`config.mk`:
```
export PLATFORM = sky130hd
export DESIGN_NAME = tmds_serializer_diff
export DESIGN_NICKNAME = d
export VERILOG_FILES = /design/src/rtl/tmds_serializer_diff.sv
export SDC_FILE = /design/constraint.sdc
export NUM_CORES = 1
export LEC_CHECK = 0
export ABC_AREA = 1
export CORE_ASPECT_RATIO = 0.5
export CORE_MARGIN = 10
export CORE_UTILIZATION = 53
export DETAILED_ROUTE_END_ITERATION = 10
export PLACE_DENSITY = 0.84
export SLEW_MARGIN = 10
export SYNTH_ARGS = -nofsm -noshare
export SYNTH_HDL_FRONTEND = slang
export SYNTH_HIERARCHICAL = 1
export SYNTH_SLANG_ARGS = --single-unit
```
`constraint.sdc`:
```
create_clock -name clk_shift -period 1.65 [get_ports clk_shift]
set_input_delay 0.2475 -clock clk_shift [delete_from_list [all_inputs] [get_ports clk_shift]]
set_output_delay 0.2475 -clock clk_shift [all_outputs]
set_load 0.01 [all_outputs]
```
`src/rtl/tmds_serializer_diff.sv`:
```
// TMDS-style parallel-to-serial lane driver with fake-differential outputs.
// SDR emits one bit per clk_shift cycle; DDR emits two through ODDRX1F.
module tmds_serializer_diff #(
  parameter int unsigned           C_channels  = 4,
  parameter int unsigned           C_bits      = 10,
  parameter bit                    C_ddr       = 1'b0,
  parameter logic [C_bits-1:0]     C_idle_word = 10'b1101010100,
  parameter logic [C_channels-1:0] C_invert    = '0
) (
  input  logic                         clk_shift,
  input  logic                         rst_n,
  input  logic [C_channels*C_bits-1:0] in_word,
  input  logic                         in_valid,
  output logic                         in_ready,
  input  logic                         enable,
  input  logic                         clr_underflow,
  output logic                         underflow,
  output logic [C_channels-1:0]        out_p,
  output logic [C_channels-1:0]        out_n
);

  localparam int unsigned L  = C_ddr ? C_bits / 2 : C_bits;
  localparam int unsigned SW = C_ddr ? 2 : 1;
  localparam int unsigned CW = (L > 1) ? $clog2(L) : 1;
  localparam logic [CW-1:0] LAST = CW'(L - 1);

  if (C_ddr && (C_bits % 2 != 0)) begin : g_cfg_err
    $error("tmds_serializer_diff: DDR mode requires an even C_bits");
  end

  logic [CW-1:0]                          r_cnt;
  logic [CW-1:0]                          w_cnt_next;
  logic                                   w_load;
  logic                                   r_ready;
  logic                                   r_underflow;
  logic [C_channels-1:0][C_bits-1:0]      r_sh;
  logic [C_channels-1:0][C_bits-1:0]      w_in;
  logic [C_channels-1:0][SW-1:0]          w_pbits;
  logic [C_channels-1:0][SW-1:0]          r_p;
  logic [C_channels-1:0][SW-1:0]          r_n;

  assign w_in = in_word;

  always_comb begin
    w_load     = (r_cnt == LAST);
    w_cnt_next = w_load ? '0 : r_cnt + CW'(1);
    w_pbits    = '0;
    for (int unsigned i = 0; i < C_channels; i++) begin
      w_pbits[i] = r_sh[i][SW-1:0] ^ {SW{C_invert[i]}};
    end
  end

  always_ff @(posedge clk_shift or negedge rst_n) begin
    if (!rst_n) begin
      r_cnt       <= '0;
      r_ready     <= 1'b0;
      r_underflow <= 1'b0;
      r_sh        <= {C_channels{C_idle_word}};
      r_p         <= '0;
      r_n         <= '1;
    end else begin
      r_cnt   <= w_cnt_next;
      // in_ready is registered, so it is derived from the upcoming count
      r_ready <= (w_cnt_next == LAST);
      if (w_load && !in_valid && enable) begin
        r_underflow <= 1'b1;
      end else if (clr_underflow) begin
        r_underflow <= 1'b0;
      end
      for (int unsigned i = 0; i < C_channels; i++) begin
        if (w_load) begin
          r_sh[i] <= in_valid ? w_in[i] : C_idle_word;
        end else begin
          r_sh[i] <= r_sh[i] >> SW;
        end
        r_p[i] <= enable ? w_pbits[i]  : '0;
        r_n[i] <= enable ? ~w_pbits[i] : '1;
      end
    end
  end

  assign in_ready  = r_ready;
  assign underflow = r_underflow;

  for (genvar g = 0; g < C_channels; g++) begin : g_lane
    if (!C_ddr) begin : g_sdr
      assign out_p[g] = r_p[g][0];
      assign out_n[g] = r_n[g][0];
    end else begin : g_ddr
      ODDRX1F u_oddr_p (
        .D0   (r_p[g][0]),
        .D1   (r_p[g][SW-1]),
        .SCLK (clk_shift),
        .RST  (~rst_n),
        .Q    (out_p[g])
      );
      ODDRX1F u_oddr_n (
        .D0   (r_n[g][0]),
        .D1   (r_n[g][SW-1]),
        .SCLK (clk_shift),
        .RST  (~rst_n),
        .Q    (out_n[g])
      );
    end
  end

endmodule

// Behavioural stand-in for the ECP5 ODDRX1F primitive; remove when the
// vendor cell library provides it. D0 drives the high phase, D1 the low phase.
module ODDRX1F (
  input  logic D0,
  input  logic D1,
  input  logic SCLK,
  input  logic RST,
  output logic Q
);

  logic r_d0;
  logic r_d1;

  always_ff @(posedge SCLK or posedge RST) begin
    if (RST) begin
      r_d0 <= 1'b0;
      r_d1 <= 1'b0;
    end else begin
      r_d0 <= D0;
      r_d1 <= D1;
    end
  end

  assign Q = SCLK ? r_d0 : r_d1;

endmodule

```
==> flow_summary.toml, run 1 <==
[drt]
m1WireLength_um = 2180
wl_met3_um = 230
wl_met2_um = 2440
ant_nets = 0
drtIter0Drc = 80
routed.top_layer = "met4"
dr_total_vias = 1827
viasPerCell = 4.80
drc = 0
wl_per_cell_um = 12.7
drt_wl_total_um = 4850
first_pass_iters = 4

[clocking]
clock_latency_ps = 300
cts_tree = "built"
clock_sinks = 54
htree_levels = 2
cts-buffers-inserted = 5
cts_max_path_buffers = 2
cts_setup_buffers = 0
cts.clk_slew.worst_paths_ps = 100
root_buffer = "clkbuf_8"

[logic_synthesis]
synth_edf_count = 0
synth_cell_type_count = 18
ys_top_cells_by_area = "dfrtp_1 (32%), dfstp_2 (27%), nand2_1 (19%)"
yosysTopAreaCell = "dfrtp_1"
async_flop_share_pct = 100
synth.avg_cell_area_um2 = 8.68
yosysTopAreaCellShare_pct = 31.9
ys.flop_type = "dfrtp_1"
yosys.cell_count.top_type = "nand2_1"
synth_common_cells = "nand2_1 (119), dfrtp_1 (30), inv_1 (30)"
synth_cells = 271
syn-num-nets = 316
synth_seq_area_share_pct = 58.7
yosys_warnings = 6
synth_area_mm2 = 0.00235
synth.ff_latch_count = 54

[die]
die_area_mm2 = 0.00767
start_util_pct = 54.2
die_x_um = 114
rows = 17
core_area_mm2 = 0.00434
io_pins = 55
die_h_um = 67.1

[timing]
fin_crit_sh_pct = 87.0
max-slew-margin-rel_pct = 81.6
tightest_slew_ps = 277
final.setup.tns_ps = 0
skew_ps = 7.67
max_freq_mhz = 697
min_period_ps = 1440
rsz0062_at_grt = "no"
whs_ps = 405
drv_slew = 0
hold_viol = 0
finalSetupViolCount = 0

[setup_path]
r2r-end = "r_cnt[1]"
endpoint = "underflow"
max_stage_delay_ps = 540
reg2reg_depth = 5
cp.buffers_inverters = 1
ff2ff_setup_slack_ps = 480
worstPathRequired_ps = 1400
critical_path.startpoint = "underflow"
r2r_start = "r_cnt[2]"
crit_cells = 1
worstPathMaxFanout = 2
worstSetupEndpointType = "output port"
crit_type = "register to output port"
cp_slowest_cell = "clkdlybuf4s50_1"
cp_top_family = "buffers and inverters"
crit_path_cell_trace = "clkdlybuf4s50_1"
startpoint_type = "register"
cp_data_arrival_time_ps = 1190

[power]
vdd_drop_max_v = 0.000380
p_leak_nw = 1.59
power.total_w = 0.00240
power_density_mw_per_mm2 = 782

[finish]
fin_nets = 368
syn2layout_area_growth_pct = 30.1
drive_above_1_share_pct = 13.3
seqCellArea_mm2 = 0.00138
antenna_cells = 0
multiInputGateArea_um2 = 753
fill_cells = 334

[global_routing]
grt_max_degree = 55
grt_pass1_wl_um = 8180
antenna_found_initial = 0
grtUsageTotal_pct = 13.0
first_global_vias = 1768
gr-total-overflow = 0

[place]
routabilityCongestion = 0.768
place.port_buffers = 54
place_hpwl_um = 3260

[flow_run]
cap_violations = 0

[hold_path]
hp-class = "register to register"

[run_status]
status = "finished, final reports clean"
==> report_power, final <==
group	internal, W	total [W]	switching [W]
clock network	0.000338	0.000759	0.000421
logic	0.000166	0.000280	0.000113
registers	0.00135	0.00136	0.00000430
total	0.00186	0.00240	0.000538
==> how the worst min path moves through the flow <==
stage | from | end | slack, ps | cells past startpoint
3_3_place_gp | rst_n | out_p[2] | 260 | 2
4_1_cts | r_sh[20] | out_n[2] | 410 | 1
2_1_floorplan | rst_n | in_ready | -50 | 0
6_report | r_sh[30] | out_n[3] | 400 | 1
3_5_place_dp | rst_n | out_p[3] | 260 | 2
5_1_grt | r_sh[0] | out_n[0] | 420 | 1
==> logic make-up after synthesis <==
logic type             Yosys count  synth area share, %
AO/OA/AOI/OAI                    6                 1.38
AND/OR/NAND/NOR                163                 30.6
buffers and inverters           48                 9.30
flip-flops                      54                 58.7
==> per-stage QoR <==
step | std cells | area (um2) | setup slack, ps | util (%)
after global placement | 372 | 2950 | 326 | 67.9
final | 381 | 3060 | 215 | 70.6
after detailed placement | 372 | 2950 | 277 | 67.9
after global routing | 381 | 3060 | 159 | 70.6
after floorplan | 271 | 2350 | 611 | -
after CTS | 381 | 3050 | 15.5 | 70.4
==> state kept, by name, indices dropped and copies added (netlist names) <==
| register | flops |
|---|---|
| out_p | 4 |
| r_cnt | 4 |
| out_n | 4 |
| underflow | 1 |
| in_ready | 1 |
| r_sh | 40 |
==> metal layers <==
metal	GRT usage, %	vias up
met3	4.48	2
met4	1.71	0
met2	22.9	36
li1	-	913
met5	0	-
met1	15.6	876
==> layout make-up <==
class,count,area share (%)
repair buffers,62,21.1
clock buffers,6,2.70
clock inverters,2,0.408
inverters,31,3.80
multi-input cells,169,24.6
flip-flops and latches,54,45.1
well taps,57,2.33
==> cell usage in the layout, fill, tap and decap left out <==
master / n
nand3_1: 18
nor2_2: 1
clkbuf_8: 6
o21bai_1: 1
nor2_1: 3
buf_4: 4
buf_12: 3
nor2_4: 1
dfstp_2: 24
inv_2: 1
clkinvlp_4: 1
dfrtp_1: 30
clkinv_2: 1
dlymetal6s2s_1: 4
o21ai_0: 1
a21oi_1: 4
nor3_1: 1
dlygate4sd3_1: 1
clkdlybuf4s50_1: 49
inv_1: 30
nand3b_1: 20
nand2_1: 119
buf_2: 1
==> timing repair <==
action                                  in CTS  in global routing
hold buffers                                 1                  0
gates resized for setup                      0                  4
endpoints found under the setup margin       0                  4
endpoints found under the hold margin       30                  0
Power figures use the tool's default switching activity.
==> run 2, diff against run 1 <==
--- a/config.mk
+++ b/config.mk
@@ -9,6 +9,7 @@
 export CORE_ASPECT_RATIO = 0.5
 export CORE_MARGIN = 10
 export CORE_UTILIZATION = 53
+export CTS_CLUSTER_DIAMETER = 50
 export DETAILED_ROUTE_END_ITERATION = 10
 export PLACE_DENSITY = 0.84
 export SLEW_MARGIN = 10
==> results of run 2 <==
No change in the layout: final DEF, timing and power equal those of run 1.
==> run 3, diff against run 2 <==
--- a/config.mk
+++ b/config.mk
@@ -8,10 +8,10 @@
 export ABC_AREA = 1
 export CORE_ASPECT_RATIO = 0.5
 export CORE_MARGIN = 10
-export CORE_UTILIZATION = 53
+export CORE_UTILIZATION = 25
+export CTS_BUF_LIST = sky130_fd_sc_hd__clkbuf_16
 export CTS_CLUSTER_DIAMETER = 50
 export DETAILED_ROUTE_END_ITERATION = 10
-export PLACE_DENSITY = 0.84
 export SLEW_MARGIN = 10
 export SYNTH_ARGS = -nofsm -noshare
 export SYNTH_HDL_FRONTEND = slang
==> run 3 against run 2 <==
Compared with the run above: die area increased by 82%; sequential power about the same; critical path type unchanged; largest power group unchanged; maximum frequency is 8.9% lower; power grew 9.8%.
==> flow_summary.toml, run 3 (synthesized netlist as in run 1, its figures left out) <==
[power]
p_sw_share_pct = 21.3
seqPwrFrac_pct = 51.6
p_int_w = 0.00207
power_density_mw_per_mm2 = 831
vdd_drop_max_v = 0.000331
combPwrFrac_pct = 10.6
power.share.clock_pct = 37.8
power.total_w = 0.00263
p_leak_nw = 1.59
p_switching_w = 0.000560

[finish]
drive_above_1_share_pct = 12.9
final_common_cell = "nand2_1"
largest_reg_flops = 40
fin_nets = 369
antenna_cells = 0
fill_cells = 938
syn2layout_area_growth_pct = 34.5
registers.top_by_ff_count = "r_sh"
fin_cells = 442
final_cell_mix = "nand2_1 (119), clkdlybuf4s50_1 (53), inv_1 (31)"

[setup_path]
cp_data_arrival_time_ps = 1330
cp_slowest_cell = "clkdlybuf4s50_1"
cp_top_family = "buffers and inverters"
startpoint_type = "register"
max_stage_delay_ps = 530
worstSetupEndpointType = "output port"
crit_type = "register to output port"
worstPathRequired_ps = 1400
crit_path_cell_trace = "clkdlybuf4s50_1"
worstPathMaxFanout = 1
cp.buffers_inverters = 1

[clocking]
cts_tree = "built"
cts_max_path_buffers = 2
root_buffer = "clkbuf_16"
cts-buffers-inserted = 5
clock_latency_ps = 290
cts.clk_slew.worst_paths_ps = 60
htree_levels = 2
clock_sinks = 54

[place]
dp_slack_ps = 289
place.port_buffers = 54
routabilityCongestion = 0.666
dp_cells = 433
place_hpwl_um = 3580

[global_routing]
antenna_found_initial = 0
grt_max_degree = 55
first_global_vias = 1787
gr-total-overflow = 0
grtUsageTotal_pct = 7.82
grt_pass1_wl_um = 8830

[timing]
skew_ps = 5.04
max-slew-margin-rel_pct = 80.2
hold_viol = 0
min_period_ps = 1570
fin_crit_sh_pct = 95.4
whs_ps = 384
fin_ws_ps = 75.1
finalSetupViolCount = 0
drv_slew = 0
final.setup.tns_ps = 0
tightest_slew_ps = 296
rsz0062_at_grt = "no"
max_freq_mhz = 635

[die]
core_area_mm2 = 0.00895
start_util_pct = 26.3
rows = 24
io_pins = 55
die_h_um = 88.6
die_area_mm2 = 0.0139
die_x_um = 157

[drt]
viasPerCell = 4.09
wl_per_cell_um = 11.7
ant_nets = 0
drtIter0Drc = 61
drc = 0
first_pass_iters = 4
dr_total_vias = 1806
drt_wl_total_um = 5190

[run_status]
status = "finished, final reports clean"

[flow_run]
cap_violations = 0

[hold_path]
hp-class = "register to register"
-- run 3: final timing paths --
path | start | end | slack, ps | cells after the start
hold reg to reg | r_sh[0] | out_n[0] | 380 | 1
max in group asynchronous | rst_n | out_n[1] | 870 | 3
hold / removal | r_sh[0] | out_n[0] | 380 | 1
setup reg to reg | r_cnt[0] | r_sh[36] | 440 | 6
setup / recovery | out_n[3] | out_n[3] | 80 | 1
min in group asynchronous | rst_n | in_ready | 470 | 3
-- run 3: what timing repair did --
action,4_1_cts,5_1_grt
hold buffers,1,0
hold endpoints to repair,30,0
resized for setup,0,0
setup buffers,0,0
-- run 3: area by class of cell --
class	instances	area, um2	area share [%]
clock buffers	5	125	3.95
clock inverters	3	12.5	0.395
inverters	31	116	3.68
multi-input cells	169	753	23.8
flip-flops and latches	54	1380	43.6
well taps	117	146	4.62
repair buffers	63	631	19.9
-- run 3: metal layers --
metal	vias up	wire, um	track usage, %
li1	920	-	-
met4	0	61	2.78
met1	854	2230	9.19
met2	27	2620	13.2
met3	5	283	2.66
met5	-	0	0
-- run 3: power groups by stage --
stage	Clock, W	Sequential [W]	Combinational (W)
6_report	0.000994	0.00136	0.000280
2_1_floorplan	0	0.00139	0.0000957
5_1_grt	0.00109	0.00136	0.000315
4_1_cts	0.00103	0.00136	0.000289
3_5_place_dp	0	0.00138	0.000287
3_3_place_gp	0	0.00138	0.000281
-- run 3: metrics by stage --
step / instance area [um2] / util (%)
2_1_floorplan: 2350 / -
3_3_place_gp: 3020 / 33.7
3_5_place_dp: 3020 / 33.7
4_1_cts: 3170 / 35.4
5_1_grt: 3170 / 35.4
6_report: 3170 / 35.4
